### src/rtl/wshb_frame_reader_if.sv
// Purpose: pipelined 16-bit Wishbone (B4) read bus between the frame reader and the SDRAM controller.
// Latency: none; wires only.
// Backpressure: the slave throttles requests with stall; it returns one ack per accepted request.
//
// Signals
//   adr    master->slave  32  byte address
//   cyc    master->slave   1  bus cycle in progress
//   stb    master->slave   1  request strobe
//   we     master->slave   1  write enable
//   sel    master->slave   2  byte lane select
//   dat_w  master->slave  16  write data
//   dat_r  slave->master  16  read data, valid with ack
//   ack    slave->master   1  request completed
//   stall  slave->master   1  request not accepted this cycle
interface wshb_frame_reader_if;
    logic [31:0] adr;
    logic        cyc;
    logic        stb;
    logic        we;
    logic [1:0]  sel;
    logic [15:0] dat_w;
    logic [15:0] dat_r;
    logic        ack;
    logic        stall;

    modport master (
        output adr, cyc, stb, we, sel, dat_w,
        input  dat_r, ack, stall
    );

    modport slave (
        input  adr, cyc, stb, we, sel, dat_w,
        output dat_r, ack, stall
    );
endinterface

### src/rtl/wshb_frame_reader.sv
// Purpose: Wishbone read master that streams a HDISP x VDISP RGB565 framebuffer in fixed bursts into a pixel FIFO.
// Latency: a pixel acked at edge N is presented on pix_data one cycle later when the FIFO was empty.
// Backpressure: a burst starts only when the FIFO can absorb all of it; pix_ready low simply stops bursts.
//
// sync_fifo ports
//   clk, rst          clock, synchronous active-high reset
//   wr_vld, wr_dat    push strobe and data (caller guarantees not full)
//   rd_rdy            pop when rd_vld is also high
//   rd_vld, rd_dat    first-word fall-through head
//   level             current occupancy
//
// wshb_frame_reader ports
//   CLK, RST          wshb clock, synchronous active-high reset
//   enable            1: keep fetching frames; 0: stop after the current burst
//   wb                Wishbone master modport
//   pix_data          pixel at FIFO head
//   pix_sof           head is pixel 0 of a frame
//   pix_valid         FIFO not empty
//   pix_ready         consumer accepts the head pixel

// Purpose: generic synchronous first-word fall-through FIFO.
// Latency: a pushed word is visible at rd_dat the cycle after the push.
// Backpressure: none internally; the writer must never push into a full FIFO.
module sync_fifo #(
    parameter int WIDTH = 17,
    parameter int DEPTH = 64,
    parameter int LVL_W = $clog2(DEPTH) + 1
) (
    input  logic             clk,
    input  logic             rst,
    input  logic             wr_vld,
    input  logic [WIDTH-1:0] wr_dat,
    input  logic             rd_rdy,
    output logic             rd_vld,
    output logic [WIDTH-1:0] rd_dat,
    output logic [LVL_W-1:0] level
);
    localparam int PTR_W = $clog2(DEPTH);

    logic [WIDTH-1:0] mem [DEPTH];
    logic [PTR_W-1:0] wr_ptr;
    logic [PTR_W-1:0] rd_ptr;
    logic             pop;

    assign rd_vld = (level != '0);
    assign rd_dat = mem[rd_ptr];
    assign pop    = rd_vld & rd_rdy;

    // Storage needs no reset: nothing is read before it has been written.
    always_ff @(posedge clk) begin
        if (wr_vld) begin
            mem[wr_ptr] <= wr_dat;
        end
    end

    // Pointers wrap naturally because DEPTH is a power of two.
    always_ff @(posedge clk) begin
        if (rst) begin
            wr_ptr <= '0;
            rd_ptr <= '0;
            level  <= '0;
        end else begin
            if (wr_vld) begin
                wr_ptr <= wr_ptr + PTR_W'(1);
            end
            if (pop) begin
                rd_ptr <= rd_ptr + PTR_W'(1);
            end
            unique case ({wr_vld, pop})
                2'b10:   level <= level + LVL_W'(1);
                2'b01:   level <= level - LVL_W'(1);
                default: level <= level;
            endcase
        end
    end
endmodule

module wshb_frame_reader #(
    parameter int          HDISP      = 640,
    parameter int          VDISP      = 480,
    parameter logic [31:0] BASE_ADDR  = 32'd0,
    parameter int          BURST_LEN  = 16,
    parameter int          FIFO_DEPTH = 64
) (
    input  logic                  CLK,
    input  logic                  RST,
    input  logic                  enable,
    wshb_frame_reader_if.master   wb,
    output logic [15:0]           pix_data,
    output logic                  pix_sof,
    output logic                  pix_valid,
    input  logic                  pix_ready
);
    localparam int NPIX  = HDISP * VDISP;
    localparam int IDX_W = $clog2(NPIX);
    localparam int LVL_W = $clog2(FIFO_DEPTH) + 1;
    localparam int BC_W  = $clog2(BURST_LEN) + 1;

    localparam logic [IDX_W-1:0] LAST_IDX  = IDX_W'(NPIX - 1);
    localparam logic [BC_W-1:0]  LAST_BEAT = BC_W'(BURST_LEN - 1);
    localparam logic [31:0]      BURST_U   = 32'(BURST_LEN);
    localparam logic [31:0]      DEPTH_U   = 32'(FIFO_DEPTH);

    typedef enum logic [1:0] {
        IDLE = 2'd0,
        REQ  = 2'd1,
        WAIT = 2'd2
    } state_t;

    state_t           state;
    logic             cyc_q;
    logic             stb_q;
    logic [31:0]      adr_q;
    logic [IDX_W-1:0] pix_idx;
    logic [BC_W-1:0]  issued;
    logic [BC_W-1:0]  acked;
    logic [BC_W-1:0]  outstanding;
    logic             burst_sof;

    logic             accept;
    logic             ack_vld;
    logic             credit_ok;
    logic [31:0]      credit_sum;
    logic             fifo_pop;
    logic [16:0]      fifo_wr_dat;
    logic [16:0]      fifo_head;
    logic [LVL_W-1:0] fifo_level;

    // Read-only master: write side of the bus is constant.
    assign wb.adr   = adr_q;
    assign wb.cyc   = cyc_q;
    assign wb.stb   = stb_q;
    assign wb.we    = 1'b0;
    assign wb.sel   = 2'b11;
    assign wb.dat_w = 16'h0000;

    assign accept  = stb_q & ~wb.stall;
    // Acks outside a bus cycle (e.g. stragglers after a reset) are dropped.
    assign ack_vld = wb.ack & cyc_q;

    // A burst may only start if every word already in flight plus the whole
    // new burst fits, so a push can never hit a full FIFO.
    assign credit_sum = 32'(fifo_level) + 32'(outstanding) + BURST_U;
    assign credit_ok  = (credit_sum <= DEPTH_U);

    // Bursts never straddle a frame, so pixel 0 is always the first word of
    // its burst: the burst-level flag plus "first ack" identifies it.
    assign fifo_wr_dat = {burst_sof && (acked == '0), wb.dat_r};
    assign fifo_pop    = pix_valid & pix_ready;

    sync_fifo #(
        .WIDTH (17),
        .DEPTH (FIFO_DEPTH),
        .LVL_W (LVL_W)
    ) u_fifo (
        .clk    (CLK),
        .rst    (RST),
        .wr_vld (ack_vld),
        .wr_dat (fifo_wr_dat),
        .rd_rdy (pix_ready),
        .rd_vld (pix_valid),
        .rd_dat (fifo_head),
        .level  (fifo_level)
    );

    assign pix_data = fifo_head[15:0];
    assign pix_sof  = fifo_head[16] & pix_valid;

    always_ff @(posedge CLK) begin
        if (RST) begin
            state       <= IDLE;
            cyc_q       <= 1'b0;
            stb_q       <= 1'b0;
            adr_q       <= BASE_ADDR;
            pix_idx     <= '0;
            issued      <= '0;
            acked       <= '0;
            outstanding <= '0;
            burst_sof   <= 1'b0;
        end else begin
            // Accept and ack in the same cycle leave outstanding unchanged.
            unique case ({accept, ack_vld})
                2'b10:   outstanding <= outstanding + BC_W'(1);
                2'b01:   outstanding <= outstanding - BC_W'(1);
                default: outstanding <= outstanding;
            endcase

            if (ack_vld) begin
                acked <= acked + BC_W'(1);
            end

            unique case (state)
                IDLE: begin
                    if (enable && credit_ok) begin
                        state     <= REQ;
                        cyc_q     <= 1'b1;
                        stb_q     <= 1'b1;
                        issued    <= '0;
                        acked     <= '0;
                        burst_sof <= (pix_idx == '0);
                    end
                end

                REQ: begin
                    // While stalled nothing moves, so stb and adr hold.
                    if (accept) begin
                        issued <= issued + BC_W'(1);
                        if (pix_idx == LAST_IDX) begin
                            pix_idx <= '0;
                            adr_q   <= BASE_ADDR;
                        end else begin
                            pix_idx <= pix_idx + IDX_W'(1);
                            adr_q   <= adr_q + 32'd2;
                        end
                        if (issued == LAST_BEAT) begin
                            state <= WAIT;
                            stb_q <= 1'b0;
                        end
                    end
                end

                WAIT: begin
                    if (ack_vld && (acked == LAST_BEAT)) begin
                        state <= IDLE;
                        cyc_q <= 1'b0;
                    end
                end

                default: begin
                    state <= IDLE;
                    cyc_q <= 1'b0;
                    stb_q <= 1'b0;
                end
            endcase
        end
    end

    a_no_overflow: assert property (@(posedge CLK) disable iff (RST)
        !(ack_vld && !fifo_pop && (fifo_level == LVL_W'(FIFO_DEPTH))));

    a_outstanding_bound: assert property (@(posedge CLK) disable iff (RST)
        (outstanding <= BC_W'(BURST_LEN)));

    a_stb_in_cyc: assert property (@(posedge CLK) disable iff (RST)
        (!stb_q || cyc_q));
endmodule

### src/flat_wrapper.sv
// flat-port wrapper written by rule: the top's interface ports become plain ports
module wshb_frame_reader_flat 
#(
    parameter int          HDISP      = 640,
    parameter int          VDISP      = 480,
    parameter logic [31:0] BASE_ADDR  = 32'd0,
    parameter int          BURST_LEN  = 16,
    parameter int          FIFO_DEPTH = 64
)
  (CLK, RST, enable, pix_data, pix_sof, pix_valid, pix_ready, wb_adr, wb_cyc, wb_stb, wb_we, wb_sel, wb_dat_w, wb_dat_r, wb_ack, wb_stall);
  wshb_frame_reader_if wb_i ();
  input  logic CLK;
  input  logic RST;
  input  logic enable;
  output logic [15:0] pix_data;
  output logic pix_sof;
  output logic pix_valid;
  input  logic pix_ready;
  output wire logic [$bits(wb_i.adr)-1:0] wb_adr;
  output wire logic [$bits(wb_i.cyc)-1:0] wb_cyc;
  output wire logic [$bits(wb_i.stb)-1:0] wb_stb;
  output wire logic [$bits(wb_i.we)-1:0] wb_we;
  output wire logic [$bits(wb_i.sel)-1:0] wb_sel;
  output wire logic [$bits(wb_i.dat_w)-1:0] wb_dat_w;
  input wire logic [$bits(wb_i.dat_r)-1:0] wb_dat_r;
  input wire logic [$bits(wb_i.ack)-1:0] wb_ack;
  input wire logic [$bits(wb_i.stall)-1:0] wb_stall;
  assign wb_adr = wb_i.adr;
  assign wb_cyc = wb_i.cyc;
  assign wb_stb = wb_i.stb;
  assign wb_we = wb_i.we;
  assign wb_sel = wb_i.sel;
  assign wb_dat_w = wb_i.dat_w;
  assign wb_i.dat_r = wb_dat_r;
  assign wb_i.ack = wb_ack;
  assign wb_i.stall = wb_stall;
  wshb_frame_reader #(.HDISP(HDISP), .VDISP(VDISP), .BASE_ADDR(BASE_ADDR), .BURST_LEN(BURST_LEN), .FIFO_DEPTH(FIFO_DEPTH)) u_core (.CLK(CLK), .RST(RST), .enable(enable), .wb(wb_i), .pix_data(pix_data), .pix_sof(pix_sof), .pix_valid(pix_valid), .pix_ready(pix_ready));
endmodule
### config.mk
export PLATFORM = sky130hd
export DESIGN_NAME = wshb_frame_reader_flat
export DESIGN_NICKNAME = d
export VERILOG_FILES = /design/src/rtl/wshb_frame_reader_if.sv /design/src/rtl/wshb_frame_reader.sv /design/src/flat_wrapper.sv
export SDC_FILE = /design/constraint.sdc
export NUM_CORES = 1
export LEC_CHECK = 0
export ABC_AREA = 1
export BUFFER_PORTS_ARGS = -buffer_cell sky130_fd_sc_hd__clkbuf_2
export CORE_UTILIZATION = 55
export DETAILED_ROUTE_END_ITERATION = 10
export PLACE_DENSITY = 0.71
export SETUP_SLACK_MARGIN = 0.15
export SYNTH_ARGS = -nofsm -noshare
export SYNTH_HDL_FRONTEND = slang
export SYNTH_SLANG_ARGS = --single-unit
### constraint.sdc
create_clock -name CLK -period 4.7 [get_ports CLK]
set_input_delay 0.235 -clock CLK [delete_from_list [all_inputs] [get_ports CLK]]
set_output_delay 0.235 -clock CLK [all_outputs]
set_load 0.005 [all_outputs]
==> results of run 1 <==
## registers in the layout, summed over array words and instances (netlist names), named ones only
signal                count
u_core.outstanding        5
u_core.u_fifo.wr_ptr      6
u_core.u_fifo.rd_ptr      6
u_core.u_fifo.mem      1088
u_core.acked              5
u_core.wb.stb             1
u_core.wb.adr            31
u_core.pix_idx           19
u_core.burst_sof          1
u_core.wb.cyc             1
u_core.issued             5
u_core.u_fifo.level       7
u_core.state              2
## synthesized netlist by cell type (all sizes together)
| master | count |
|---|---|
| a211oi | 5 |
| inv | 126 |
| nand2 | 533 |
| edfxtp | 1088 |
| or4 | 2 |
| nand3b | 4 |
| xnor2 | 4 |
| xor2 | 16 |
| or2 | 5 |
| o21ai | 690 |
| nand4 | 32 |
| a21oi | 99 |
| ha | 25 |
| a21o | 5 |
| nand3 | 98 |
| o31ai | 6 |
| o211a | 1 |
| nor4 | 2 |
| conb | 2 |
| o2111ai | 2 |
| o211ai | 1 |
| nor2 | 730 |
| o22ai | 256 |
| nor3b | 14 |
| buf | 150 |
| o221ai | 1 |
| dfxtp | 95 |
| clkinv | 4 |
| a21boi | 1 |
| a221oi | 1 |
| nor3 | 50 |
| clkbuf | 123 |
| a31o | 1 |
| o21a | 1 |
| fa | 3 |
## kinds of logic after synthesis
| group | after synthesis |
|---|---|
| DFF | 1183 |
| AOI/OAI and AO/OA | 1070 |
| adders and majority gates | 28 |
| buffers and inverters | 403 |
| other | 2 |
| and+or+nand+nor | 1470 |
| xor gates and xnor gates | 20 |
## cell type report
| cell class | instances | share of cell area [%] |
|---|---|---|
| antenna | 1 | 0.00463 |
| clock buffer | 145 | 5.61 |
| clock inverter | 69 | 1.21 |
| inverter | 130 | 0.936 |
| multi-input combinational | 2608 | 22.8 |
| sequential | 1183 | 64.0 |
| tap | 1155 | 2.67 |
| timing repair buffer | 194 | 2.74 |
## tightest hold or removal path: cells and delay by family
family | cells | cell delay (ns)
buffers and inverters | 1 | 0.09
and+or+nand+nor | 3 | 0.24
AOI/OAI and AO/OA | 1 | 0.12
## worst max path at each step
stage	startpoint	slack [ns]	to
6_report	flip-flop	0.53	pix_data[12]
5_1_grt	flip-flop	0.33	pix_data[12]
4_1_cts	flip-flop	0.64	pix_data[12]
3_5_place_dp	u_core.u_fifo.level[1]	1.35	u_core.u_fifo.level[6]
3_3_place_gp	flip-flop	1.37	pix_data[12]
2_1_floorplan	u_core.acked[1]	1.01	u_core.u_fifo.mem[0][16]
## power by group through the flow
stage,Combinational [mW],Clock (mW),Sequential (mW)
after detailed placement,5.82,0,12.0
after floorplan,3.91,0,11.9
after global placement,5.72,0,12.0
after global routing,6.48,9.49,11.8
after CTS,5.86,9.10,11.8
final,5.95,9.03,11.8
## what timing repair did
action	in CTS	in global routing
resized for setup	0	0
hold endpoints to repair	1	0
hold buffers	1	0
## metal layers
layer	vias to the layer above	global-route usage, %	part of all wire [%]
met5	-	0	0
met4	0	8.83	2.7
met3	219	5.09	11
met2	1957	43.3	46
met1	16200	40.9	40
li1	15100	-	-
==> impl_metrics.json, run 1 <==
{
  "outcome": "completed",
  "die_h_um": 299,
  "die_w_um": 299,
  "place_ws_ns": 1.35,
  "multi_input_area_sq_um": 12300,
  "synth_seq_cells": 1183,
  "crit_chain": "inv_8 > buf_12 > buf_12 > o21ai_0 > o22ai_1 > nand2_1 > nand2_1 > nand2_1 > o21ai_1 > nand2_1 > nand2_1 > nand2_1 > nand2_1 > clkbuf_2",
  "cp_num_buf_inv": 4,
  "ir_worst_vdd_uv": 414,
  "start_kind": "flip-flop",
  "synthMuxAreaShare_pct": 0,
  "die-area_sq_um": 89700,
  "hold_end": "u_core.state[0]",
  "fin_crit_sh_pct": 88.8,
  "ioPinCount": 93,
  "synth_area_leaders": "edfxtp_1, nor2_1, o21ai_0",
  "hpwl_mm": 69.5,
  "std_cell_rows": 108,
  "cp_max_fo": 113,
  "seq_area_frac_synth_pct": 71.1,
  "synth_compound_area_share_pct": 11.8,
  "rr_worst_depth": 15,
  "switching_share_pct": 31.1,
  "via_per_inst": 6.11,
  "syn_inst": 4176,
  "wl_per_cell_um": 23.3,
  "final_common_cell": "edfxtp_1",
  "crit_slowest_cell": "inv_8",
  "final_cell_mix": "edfxtp_1, nor2_1, nand2_1",
  "worstPathArrival_ns": 3.94,
  "grt_setup_unrepaired": "no",
  "cts_num_sinks": 1183,
  "track_usage_pct": 28.1,
  "final_cells": 5485,
  "cp.depth": 14,
  "timing.final.crit_period_ns": 4.17,
  "p_int_mw": 18.4,
  "r2r-start": "u_core.u_fifo.level[1]",
  "grt_pass1_vias": 30800,
  "cts_root_buffer": "clkbuf_16",
  "whs_ns": 0.0398,
  "whs_path_depth": 5,
  "synth_top_cell_by_area": "edfxtp_1",
  "syn_area_per_cell_sq_um": 11.7,
  "fin_area_sq_um": 54000,
  "post_cts_buffers": 0,
  "max_stage_delay_ns": 0.53,
  "dr_total_vias": 33500,
  "powerDensity_nw_per_um2": 495,
  "slew_headroom_pct": 3.76,
  "holdCritStartpoint": "wb_stall",
  "antenna_found_initial": 0,
  "cts.clk_slew.worst_paths_ns": 0.06,
  "grt_max_degree": 165,
  "route.detailed.drc": 0,
  "area_growth_pct": 11.0,
  "seqCellArea_sq_um": 34600,
  "dr.pass1.iters": 6,
  "tightestPinTransition_ns": 1.44,
  "final_util_pct": 62.0,
  "fmax_mhz": 240,
  "initial_core_util_pct": 55.8,
  "syn_area_sq_um": 48700,
  "synth_top_family_by_area": "simple AND/OR/NAND/NOR gates",
  "p_comb_share_pct": 22.2,
  "crit_type": "flip-flop to output pin",
  "grt-ovfl-total": 0,
  "power_frac_clock_pct": 33.8,
  "h-tree-depth": 3,
  "holdCritPathClass": "input pin to flip-flop",
  "final-setup-viol-count": 0,
  "drv_cap": 0,
  "p_total_mw": 26.7,
  "hold_violations": 0,
  "p_leak_nw": 18.4,
  "cts_max_path_buffers": 3,
  "nFillCells": 6643,
  "netlist.area_leader.share_pct": 67.2,
  "worst_slack_ns": 0.528,
  "drt_iter0_markers": 4354,
  "ant_nets": 0,
  "yosys_warnings": 0,
  "synth_xor_xnor_area_share_pct": 0.360,
  "p_sw_mw": 8.31,
  "fin_skew_ns": 0.0301,
  "ys_types": 47,
  "crit_top_cell": "nand2_1",
  "drv_slew": 0,
  "cp-end-kind": "output pin",
  "layout-drive-gt1-share_pct": 9.12,
  "reg2reg_to": "u_core.u_fifo.level[5]",
  "place_area_sq_um": 50300,
  "cp_top_family": "buffers and inverters",
  "routabilityCongestion": 0.872,
  "insertion_delay_ns": 0.70,
  "nets": 4281,
  "numCtsBuffers": 114,
  "dp_cells": 5269,
  "synthSimpleGateAreaFrac_pct": 12.2,
  "required_ns": 4.47,
  "seq_power_share_pct": 44.0,
  "core_region_area_sq_um": 87200,
  "grt_pass1_wl_mm": 190,
  "synth-adder-area-share_pct": 0.766,
  "rrSetupSlack_ns": 1.35,
  "numPortBuffers": 72,
  "setup-tns-final_ns": 0,
  "cts_tree": "yes",
  "routed_wl_mm": 128
}
(Power assumes the default switching activity.)
==> run 2: changes to the inputs <==
==> constraint.sdc (replaced) <==
create_clock -name CLK -period 5.15 [get_ports CLK]
set_input_delay 0.2575 -clock CLK [delete_from_list [all_inputs] [get_ports CLK]]
set_output_delay 0.2575 -clock CLK [all_outputs]
set_load 0.005 [all_outputs]
==> impl_metrics.json, run 2 (synthesis gave the netlist of run 1 again) <==
{
  "final_cells": 5489,
  "fin_skew_ns": 0.0404,
  "antenna_found_initial": 1,
  "cts_max_path_buffers": 3,
  "die_h_um": 299,
  "final-setup-viol-count": 0,
  "dr_total_vias": 33200,
  "die-area_sq_um": 89700,
  "crit_slowest_cell": "a21boi_1",
  "top_register": "u_core.u_fifo.mem",
  "grt_pass1_wl_mm": 190,
  "ioPinCount": 93,
  "worst_slack_ns": 0.752,
  "final_common_cell": "edfxtp_1",
  "fmax_mhz": 227,
  "grt_pass1_vias": 31300,
  "powerDensity_nw_per_um2": 451,
  "routabilityCongestion": 0.923,
  "die_w_um": 299,
  "hold_end": "u_core.state[0]",
  "grt_setup_unrepaired": "no",
  "dp_cells": 5269,
  "drt_iter0_markers": 4106,
  "numPortBuffers": 72,
  "nets": 4283,
  "track_usage_pct": 28.1,
  "setup-tns-final_ns": 0,
  "routed_wl_mm": 127,
  "core_region_area_sq_um": 87200,
  "cp_max_fo": 118,
  "nFillCells": 6611,
  "hpwl_mm": 69.0,
  "cts-resized-gates": 0,
  "route.detailed.drc": 0,
  "crit_chain": "inv_8 > buf_4 > buf_4 > nand2_1 > nand3_1 > nand2_1 > a21oi_1 > o31ai_1 > nand3_1 > nand3_1 > a21boi_1 > clkbuf_2",
  "dr.pass1.iters": 5,
  "ir_worst_vdd_uv": 478,
  "reg2reg_to": "u_core.u_fifo.level[6]",
  "start_kind": "flip-flop",
  "tightestPinTransition_ns": 1.19,
  "required_ns": 4.89,
  "drv_cap": 0,
  "outcome": "completed",
  "crit_top_cell": "nand3_1",
  "cp-end-kind": "output pin",
  "grt-ovfl-total": 0,
  "rr_worst_depth": 16,
  "drv_slew": 0,
  "area_growth_pct": 11.0,
  "p_leak_nw": 18.4,
  "cts.clk_slew.worst_paths_ns": 0.06,
  "cp_top_family": "buffers and inverters",
  "std_cell_rows": 108,
  "timing.final.crit_period_ns": 4.40,
  "rrSetupSlack_ns": 1.97,
  "place_ws_ns": 1.43,
  "cts_root_buffer": "clkbuf_16",
  "insertion_delay_ns": 0.70,
  "hold_violations": 0,
  "holdCritStartpoint": "wb_stall",
  "numCtsBuffers": 117,
  "holdCritPathClass": "input pin to flip-flop",
  "r2r-start": "u_core.u_fifo.level[1]",
  "layout-drive-gt1-share_pct": 9.02,
  "largest_register_ff_count": 1088,
  "initial_core_util_pct": 55.8,
  "p_total_mw": 24.4,
  "via_per_inst": 6.05,
  "antenna_cells": 0,
  "cts_tree": "yes",
  "final_cell_mix": "edfxtp_1, nor2_1, nand2_1",
  "h-tree-depth": 3,
  "worstPathArrival_ns": 4.14,
  "whs_path_depth": 5,
  "post_cts_buffers": 0,
  "max_stage_delay_ns": 0.67,
  "grt_max_degree": 189,
  "ant_nets": 0,
  "crit_type": "flip-flop to output pin",
  "fin_crit_sh_pct": 85.4,
  "whs_ns": 0.0598,
  "cts_hold_buf": 0,
  "cts_num_sinks": 1183,
  "cp_num_buf_inv": 4,
  "slew_headroom_pct": 20.5,
  "wl_per_cell_um": 23.1
}
[run 2: cell count changes in the layout (fill, tap and decap cells not counted), sizes merged]
cell	previous run	this run
inv	132	133
bufinv	9	6
clkinv	52	61
clkinvlp	6	1
dlygate4sd3	1	0
clkbuf	217	221
diode	1	0
[run 2: power breakdown]
group	total, mW	switching, mW	internal [mW]	leakage [nW]
logic	5.52	3.95	1.57	6.06
registers	10.7	0.0855	10.6	10.6
clock network	8.14	3.54	4.60	1.81
total	24.4	7.57	16.8	18.4
[run 2: layout make-up]
cell class                      count  area [sq um]  share of cell area, %
Clock buffer                      149          3140                   5.82
Clock inverter                     71           543                   1.01
Inverter                          130           505                  0.936
Multi-Input combinational cell   2608         12300                   22.8
Sequential cell                  1183         34600                   64.1
Tap cell                         1155          1450                   2.68
Timing Repair Buffer              193          1440                   2.67
[run 2: worst max-delay path by stage]
| stage | endpoint | from | depth (start not counted) |
|---|---|---|---|
| final | pix_sof | flip-flop | 12 |
| after global placement | pix_sof | flip-flop | 12 |
| after global routing | pix_sof | flip-flop | 12 |
| after detailed placement | pix_sof | flip-flop | 12 |
| after floorplan | u_core.u_fifo.mem[0][16] | u_core.acked[1] | 4 |
| after CTS | pix_sof | flip-flop | 12 |
[run 2: metrics by stage]
step           area [sq um]  utilization [%]
6_report              54000             61.9
3_5_place_dp          50300             57.7
2_1_floorplan         48700                -
3_3_place_gp          50300             57.7
4_1_cts               54000             61.9
5_1_grt               54000             61.9
[run 2: routing by layer]
metal  wire, um  vias up  share of wire (%)  global-route usage [%]
li1           -    15100                  -                       -
met1      50800    16100                 40                    39.2
met2      58600     1726                 46                    43.9
met3      13200      222                 10                    5.47
met4       4360        0                3.4                    10.9
met5          0        -                  0                       0
[run 2: worst reg2reg max path, delay by kind of cell (launching register included)]
| family | cells | cell delay (ns) |
|---|---|---|
| and+or+nand+nor | 6 | 0.78 |
| AOI/OAI and AO/OA | 3 | 0.46 |
| buffers and inverters | 4 | 0.44 |
| DFF | 1 | 0.45 |
| adders and majority gates | 2 | 0.78 |
| xor gates and xnor gates | 1 | 0.14 |
